<file path="src/rtl/mips_arb_pkg.sv">
// mips_arb_pkg: shared types and default widths for the MIPS memory arbiter.
//   state_t  : arbiter FSM states (IDLE, ACCESS, DONE)
//   req_id_t : requester identity (REQ_IF fetch, REQ_D data)
//   DEF_DW / DEF_AW : default data and address widths
package mips_arb_pkg;
   typedef enum logic [1:0] {IDLE, ACCESS, DONE} state_t;
   typedef enum logic {REQ_IF, REQ_D} req_id_t;
   localparam int DEF_DW = 16;
   localparam int DEF_AW = 16;
endpackage

</file>
<file path="src/rtl/mips_mem_arbiter_pick.sv">
// arb_pick: combinational winner selection between fetch and data requesters.
//   if_req, d_req : pending requests
//   last_grant    : requester granted last; a tie goes to the other one
//   grant         : selected requester (only meaningful when a request is pending)
module arb_pick
   import mips_arb_pkg::*;
(
   input  logic    if_req,
   input  logic    d_req,
   input  req_id_t last_grant,
   output req_id_t grant
);
   always_comb
      grant = (if_req && d_req) ? ((last_grant == REQ_D) ? REQ_IF : REQ_D)
                                : (d_req ? REQ_D : REQ_IF);
endmodule

</file>
<file path="src/rtl/mips_mem_arbiter.sv">
// mips_mem_arbiter: shares one single-port memory between instruction fetch and data access.
//   clk, rst (async, active low)
//   if_req/if_addr -> if_ack/if_rdata        : fetch port (always reads)
//   d_req/d_we/d_addr/d_wdata -> d_ack/d_rdata : data port
//   mem_en/mem_we/mem_addr/mem_wdata, mem_rdata : shared memory command and read data
//   busy : high whenever an access is in flight
// Defining MIPS_ARB_RR_EN selects round-robin tie breaking; otherwise data has fixed priority.
module mips_mem_arbiter
   import mips_arb_pkg::*;
#(
   parameter int DW      = DEF_DW,
   parameter int AW      = DEF_AW,
   parameter int MEM_LAT = 1
) (
   input  logic          clk,
   input  logic          rst,
   input  logic          if_req,
   input  logic [AW-1:0] if_addr,
   output logic          if_ack,
   output logic [DW-1:0] if_rdata,
   input  logic          d_req,
   input  logic          d_we,
   input  logic [AW-1:0] d_addr,
   input  logic [DW-1:0] d_wdata,
   output logic          d_ack,
   output logic [DW-1:0] d_rdata,
   output logic          mem_en,
   output logic          mem_we,
   output logic [AW-1:0] mem_addr,
   output logic [DW-1:0] mem_wdata,
   input  logic [DW-1:0] mem_rdata,
   output logic          busy
);
   if (MEM_LAT < 1 || MEM_LAT > 7) begin : g_lat_err
      $error("mips_mem_arbiter: MEM_LAT must be in 1..7");
   end

   state_t        state, state_nx;
   logic [2:0]    cnt;
   req_id_t       win, grant, last_grant;
   logic [AW-1:0] r_addr;
   logic          r_we;
   logic [DW-1:0] r_wdata;
   logic          start, last;

   assign start = (state == IDLE) && (if_req || d_req);
   assign last  = (state == ACCESS) && (cnt == '0);

   arb_pick u_pick (
      .if_req     (if_req),
      .d_req      (d_req),
      .last_grant (last_grant),
      .grant      (grant)
   );

`ifdef MIPS_ARB_RR_EN
   always_ff @(posedge clk or negedge rst)
      if (!rst) last_grant <= REQ_D;
      else if (start) last_grant <= grant;
`else
   // Pinning last_grant to fetch makes every tie resolve to data.
   assign last_grant = REQ_IF;
`endif

   always_ff @(posedge clk or negedge rst)
      if (!rst) state <= IDLE;
      else state <= state_nx;

   always_comb begin
      state_nx  = state;
      if (start) state_nx = ACCESS;
      else if (last) state_nx = DONE;
      else if (state == DONE) state_nx = IDLE;
      busy      = state != IDLE;
      mem_en    = state == ACCESS;
      mem_we    = mem_en && r_we;
      mem_addr  = mem_en ? r_addr : '0;
      mem_wdata = mem_en ? r_wdata : '0;
      if_ack    = (state == DONE) && (win == REQ_IF);
      d_ack     = (state == DONE) && (win == REQ_D);
   end

   always_ff @(posedge clk or negedge rst)
      if (!rst) begin
         cnt      <= '0;
         win      <= REQ_IF;
         r_addr   <= '0;
         r_we     <= 1'b0;
         r_wdata  <= '0;
         if_rdata <= '0;
         d_rdata  <= '0;
      end else begin
         if (start) begin
            win     <= grant;
            r_addr  <= (grant == REQ_D) ? d_addr : if_addr;
            r_we    <= (grant == REQ_D) && d_we;
            r_wdata <= (grant == REQ_D) ? d_wdata : '0;
            cnt     <= 3'(MEM_LAT - 1);
         end else if (state == ACCESS && cnt != '0) begin
            cnt <= cnt - 3'd1;
         end
         if (last && !r_we && win == REQ_D) d_rdata <= mem_rdata;
         if (last && !r_we && win == REQ_IF) if_rdata <= mem_rdata;
      end
endmodule
</file>
<file path="config.mk">
export PLATFORM = sky130hd
export DESIGN_NAME = mips_mem_arbiter
export DESIGN_NICKNAME = d
export VERILOG_FILES = /design/src/rtl/mips_arb_pkg.sv /design/src/rtl/mips_mem_arbiter_pick.sv /design/src/rtl/mips_mem_arbiter.sv
export SDC_FILE = /design/constraint.sdc
export NUM_CORES = 1
export LEC_CHECK = 0
export CAP_MARGIN = 20
export CORE_UTILIZATION = 40
export CTS_CLUSTER_SIZE = 20
export DETAILED_ROUTE_END_ITERATION = 10
export PLACE_DENSITY = 0.88
export SLEW_MARGIN = 40
export SYNTH_ARGS = -nofsm -noshare
export SYNTH_HDL_FRONTEND = slang
export SYNTH_SLANG_ARGS = --single-unit
</file>
<file path="constraint.sdc">
create_clock -name clk -period 2.55 [get_ports clk]
set_input_delay 0.255 -clock clk [delete_from_list [all_inputs] [get_ports clk]]
set_output_delay 0.255 -clock clk [all_outputs]
set_load 0.005 [all_outputs]
</file>
==> qor.yml, run 1 <==
r2r_cells: 6
netSwitchingFraction_pct: 27.52
power_leakage_nw: 2.054
period_needed_ps: 2321
timing_hold_violations_final: 0
cts_resized: 0
cp-end-kind: "primary output"
rows: 32
grt_overflow: 0
synth.area.top_cells: "dfrtp_1 56%, mux2_2 19%, and2_1 6.7%"
dieArea_um2: 8257
use_met3_pct: 3.620
cts_setup_buffers: 0
synth_cells: 226
cts_buffer_depth: 2
period_share_pct: 91.02
finalMaxSlewViolations: 0
hold_path_class: "input port to async pin"
final_antenna_net_count: 0
outcome: "finished, final reports clean"
yosysMostFrequentCell: "dfrtp_1"
die_h_um: 90.87
worstReg2RegEnd: "d_rdata[2]$_DFFE_PN0P_"
p_int_mw: 3.796
holdWs_ps: 339.7
synth-edff-count: 0
antenna_cells: 0
path_max_fanout: 34
start_util_pct: 41.10
track_usage_pct: 18.95
synthArstFlopShare_pct: 100.0
drt_iter0_markers: 46
tightest_slew_ps: 652.6
fin_skew_ps: 7.651
comb_power_share_pct: 44.7
rsz0062_at_grt: "false"
antenna_found_initial: 0
cts_sinks: 71
area_delta_synth_final_pct: 53.98
p_per_area_nw_per_um2: 1076
final.setup.worst_slack_ps: 229.1
yosysWarnings: 0
r2r_slack_ps: 400
pre_cts_ws_ps: 304.9
dr.pass1.iters: 4
top_usage_layer: "met2"
syn_area_per_cell_um2: 13.98
cts_made_buffers: 9
post-route-util_pct: 63.28
reg2reg_from: "cnt[0]$_DFFE_PN0P_"
ir_worst_vdd_uv: 484.1
synth.cells.most_frequent: "71 x dfrtp_1, 54 x mux2_2, 34 x and2_1"
wl_per_cell_um: 15.19
clk_latency_ps: 340
htree_levels: 3
slew_headroom_pct: 56.50
grt_pass1_wl_mm: 12.19
use_met1_pct: 22.90
fin_setup_tns_ps: 0
clkPwrFrac_pct: 17.9
cts_hold_buf: 1
io_pins: 138
yosysTopAreaCell: "dfrtp_1"
switchingPower_mw: 1.441
synthFlopType: "dfrtp_1"
grt_pass1_vias: 2446
grt_max_degree: 40
viasPerCell: 4.851
io_buffer_count: 137
fmax_mhz: 430.9
yosysSeqAreaShare_pct: 56.24
gp_congestion: 0.7542
synth.top_cell.area_share_pct: 56.24
die_w_um: 90.87
coreArea_um2: 7687
cap_violations: 0
syn_nets: 297
synth-seq-cells: 71
crit_type: "register to primary output"
cts_tree: "yes"
synth.distinct_cells: 26
drive_gt1_share_pct: 23.86
cts.reportedPaths.clkPinSlew_ps: 70
syn_area_um2: 3159
finalNetCount: 439
worstPathRequired_ps: 2300
p_seq_share_pct: 37.4
drt_wl_total_mm: 7.215
arrival_ps: 2070
met2_usage_pct: 32.13
setup_viol: 0
setup.worst_path.start_class: "register"
num_vias: 2304
cts-root-buf: "clkbuf_8"
hpwl_mm: 5.221
route.detailed.drc: 0
kinds of logic after synthesis:
group / Yosys count / share of synthesized area [%]
adder cells (fa/ha/maj): 2 / 0.7920
AO/OA/AOI/OAI: 23 / 6.059
AND/OR/NAND/NOR: 48 / 9.584
multiplexers: 64 / 24.00
XOR/XNOR: 1 / 0.2773
flip-flops: 71 / 56.24
buffers and inverters: 17 / 3.049
critical path, cell delays in order (launching register included):
cell,delay (ps)
dfrtp_1,440
and2b_2,560
and2_1,210
clkdlybuf4s50_1,510
flip-flops by register name, indices dropped and copies added (netlist names):
register	flops
r_wdata	16
if_rdata	16
state	2
cnt	3
d_rdata	16
r_addr	16
r_we	1
win	1
worst max path at each step:
| stage | from | end | slack, ps | cells after the start |
|---|---|---|---|---|
| 2_1_floorplan | cnt[0]$_DFFE_PN0P_ | d_rdata[0]$_DFFE_PN0P_ | 660 | 8 |
| 3_3_place_gp | cnt[0]$_DFFE_PN0P_ | d_rdata[8]$_DFFE_PN0P_ | 410 | 6 |
| 5_1_grt | state[0]$_DFFE_PN0P_ | mem_we | 90 | 3 |
| 6_report | state[1]$_DFFE_PN0P_ | mem_we | 230 | 3 |
| 3_5_place_dp | cnt[0]$_DFFE_PN0P_ | d_rdata[2]$_DFFE_PN0P_ | 300 | 6 |
| 4_1_cts | state[1]$_DFFE_PN0P_ | mem_addr[9] | 180 | 3 |
power by group through the flow:
stage	clock network (mW)	logic [mW]	registers, mW
after CTS	0.967	2.38	1.96
final	0.938	2.34	1.96
after detailed placement	0	2.36	1.98
after floorplan	0	1.16	1.93
after global placement	0	2.29	1.95
after global routing	1.00	2.53	2.04
metal layers:
layer  up-vias  routed length [µm]
li1       1073                   -
met1      1131                3028
met2        80                3592
met3        20                 375
met4         0                 218
met5         -                   0
cell usage in the layout, fill, tap and decap left out, types with 2 or more instances in the layout:
cell type        synthesis  layout
and2_1                  34      34
clkdlybuf4s50_1          0     136
mux2_2                  54      54
clkinv_2                 0       2
buf_4                    1       4
a211oi_1                 2       2
nand2_1                  3       3
mux2_4                  10      10
bufinv_16                0       2
ha_1                     2       2
clkbuf_8                 0       9
nor3b_1                  2       2
a22o_1                  17      17
clkbuf_1                 5       3
o21a_1                   2       2
dfrtp_1                 71      71
nor2_1                   4       4
inv_1                    4       4
stage by stage:
step | total power [mW] | instances | cell area [µm²]
2_1_floorplan | 3.091 | 226 | 3159
3_3_place_gp | 4.245 | 457 | 4622
3_5_place_dp | 4.341 | 457 | 4622
4_1_cts | 5.307 | 474 | 4837
5_1_grt | 5.572 | 475 | 4865
6_report | 5.237 | 475 | 4865
layout make-up:
type	count	area, µm²
Clock buffer	12	135.1
Clock inverter	4	70.07
Fill cell	621	2823
Inverter	4	15.01
Multi-Input combinational cell	138	1286
Sequential cell	71	1777
Tap cell	102	127.6
Timing Repair Buffer	144	1454
Power figures use the tool's default switching activity.
==> inputs of run 2 (changes only) <==
--- a/config.mk
+++ b/config.mk
@@ -10,7 +10,9 @@
 export CTS_CLUSTER_SIZE = 20
 export DETAILED_ROUTE_END_ITERATION = 10
 export PLACE_DENSITY = 0.88
+export RECOVER_POWER = 100
 export SLEW_MARGIN = 40
 export SYNTH_ARGS = -nofsm -noshare
 export SYNTH_HDL_FRONTEND = slang
 export SYNTH_SLANG_ARGS = --single-unit
+export TNS_END_PERCENT = 10
==> constraint.sdc (replaced) <==
create_clock -name clk -period 2.8 [get_ports clk]
set_input_delay 0.28 -clock clk [delete_from_list [all_inputs] [get_ports clk]]
set_output_delay 0.28 -clock clk [all_outputs]
set_load 0.005 [all_outputs]
==> run 2 against run 1 <==
The flow now finishes with violations (capacitance limit, slew limit); sequential share of layout area increased by 0.86 points; final area decreased by 2.3%; power decreased by 16%; utilization decreased by 1.4 points; die area unchanged; final cell count decreased by 0.21%; worst setup slack improved by 140 ps; clock power decreased by 24%; combinational power decreased by 18%; clock skew increased by 3.6 ps; critical path type unchanged; critical endpoint is now mem_addr[12].
==> qor.yml, run 2 (same netlist as run 1, synthesis figures left out) <==
timing_hold_violations_final: 0
worstPathRequired_ps: 2520
netSwitchingFraction_pct: 30.39
rsz0062_at_grt: "false"
start_util_pct: 41.10
p_int_mw: 3.057
clk_latency_ps: 330
final_common_cell: "clkdlybuf4s50_1"
critPathTopFamily: "simple AND/OR/NAND/NOR gates"
finalMaxSlewViolations: 33
cts_tree: "yes"
drt_iter0_markers: 46
viasPerCell: 4.937
htree_levels: 3
ir_worst_vdd_uv: 437.4
cts_setup_buffers: 0
finalNetCount: 438
dr.pass1.iters: 4
io_buffer_count: 137
violations: "capacitance limit, slew limit"
final_cell_mix: "87 x clkdlybuf4s50_1, 71 x dfrtp_1, 53 x mux2_2"
comb_power_share_pct: 43.4
path_max_fanout: 34
io_pins: 138
fin_setup_tns_ps: 0
cts_made_buffers: 9
num-fill-cells: 649
route.detailed.drc: 0
outcome: "finished with violations"
grt_pass1_wl_mm: 12.54
slowest_stage: "dlygate4sd3_1"
dieArea_um2: 8257
cts_sinks: 71
die_w_um: 90.87
num_vias: 2340
hold_path_class: "register to register"
tightest_slew_ps: 1828
antenna_cells: 0
wl_per_cell_um: 15.34
cp.buffers_inverters: 1
track_usage_pct: 19.19
cap_violations: 1
hpwl_mm: 5.316
gp_congestion: 0.7137
post-route-util_pct: 61.83
drive_gt1_share_pct: 20.16
switchingPower_mw: 1.335
setup.worst_path.start_class: "register"
critPathMaxStageDelay_ps: 610
rows: 32
slew_headroom_pct: -21.84
final_antenna_net_count: 0
drt_wl_total_mm: 7.270
setup_viol: 0
period_share_pct: 86.73
worstPathCellList: "and2b_2 -> and2_1 -> dlygate4sd3_1"
antenna_found_initial: 0
area_delta_synth_final_pct: 50.46
grt_pass1_vias: 2613
grt_max_degree: 40
cp-end-kind: "primary output"
period_needed_ps: 2429
arrival_ps: 2150
coreArea_um2: 7687
crit_type: "register to primary output"
power_leakage_nw: 1.998
p_seq_share_pct: 40.3
fin_skew_ps: 11.23
cts.reportedPaths.clkPinSlew_ps: 80
clkPwrFrac_pct: 16.3
cts-root-buf: "clkbuf_8"
die_h_um: 90.87
fmax_mhz: 411.8
cts_buffer_depth: 2
p_per_area_nw_per_um2: 924.1
grt_overflow: 0
## run 2: power groups by stage
stage	combinational (mW)	sequential [mW]	clock [mW]
final	1.91	1.77	0.717
after global routing	2.07	1.84	0.792
after CTS	2.17	1.79	0.740
after detailed placement	2.16	1.80	0
after global placement	2.09	1.78	0
after floorplan	1.06	1.76	0
## run 2: layer usage
layer | GRT usage, % | wire length (µm) | vias up
met3 | 3.451 | 367 | 14
li1 | - | - | 1071
met4 | 7.672 | 161 | 0
met5 | 0 | 0 | -
met2 | 34.09 | 3747 | 78
met1 | 22.91 | 2992 | 1177
## run 2: worst register-to-register path, stage by stage, from the launching register on
cell	delay, ps
dfrtp_1	390
inv_1	70
ha_1	140
ha_1	200
nand3b_2	110
nor3_1	150
clkbuf_1	720
mux2_2	430
## run 2: stage by stage
stage | hold slack (ps) | total power, mW | worst slack [ps] | std cells | area [µm²]
floorplan | -15.59 | 2.815 | 906.9 | 226 | 3159
global placement | 377.7 | 3.865 | 665.3 | 457 | 4622
detailed placement | 394.1 | 3.964 | 578.8 | 457 | 4622
CTS | 31.75 | 4.699 | 419.4 | 473 | 4795
global route | 515.8 | 4.707 | 256.7 | 474 | 4753
finish | 487.4 | 4.392 | 371.4 | 474 | 4753
## run 2: layout make-up
cell class	count	area (µm²)	area share, %
Clock buffer	9	123.9	2.606
Timing Repair Buffer	143	1418	29.82
Clock inverter	7	48.80	1.027
Tap cell	102	127.6	2.685
Inverter	4	15.01	0.3159
Sequential cell	71	1777	37.38
Multi-Input combinational cell	138	1244	26.16
## run 2: path summary, 6_finish.rpt
| check | from | endpoint | slack [ps] | cells past startpoint |
|---|---|---|---|---|
| min in group asynchronous | rst | r_addr[9]$_DFFE_PN0P_ | 1000 | 2 |
| worst min-delay path | d_rdata[9]$_DFFE_PN0P_ | d_rdata[9]$_DFFE_PN0P_ | 490 | 1 |
| max in group asynchronous | rst | r_wdata[15]$_DFFE_PN0P_ | 740 | 2 |
| worst min register to register | d_rdata[9]$_DFFE_PN0P_ | d_rdata[9]$_DFFE_PN0P_ | 490 | 1 |
| worst max register to register | cnt[0]$_DFFE_PN0P_ | if_rdata[10]$_DFFE_PN0P_ | 500 | 7 |
| worst max-delay path | state[1]$_DFFE_PN0P_ | mem_addr[12] | 370 | 3 |
## run 2: repair_timing
item                      4_1_cts  5_1_grt
resized for setup               0        0
hold endpoints to repair        0       32
hold buffers                    0        1
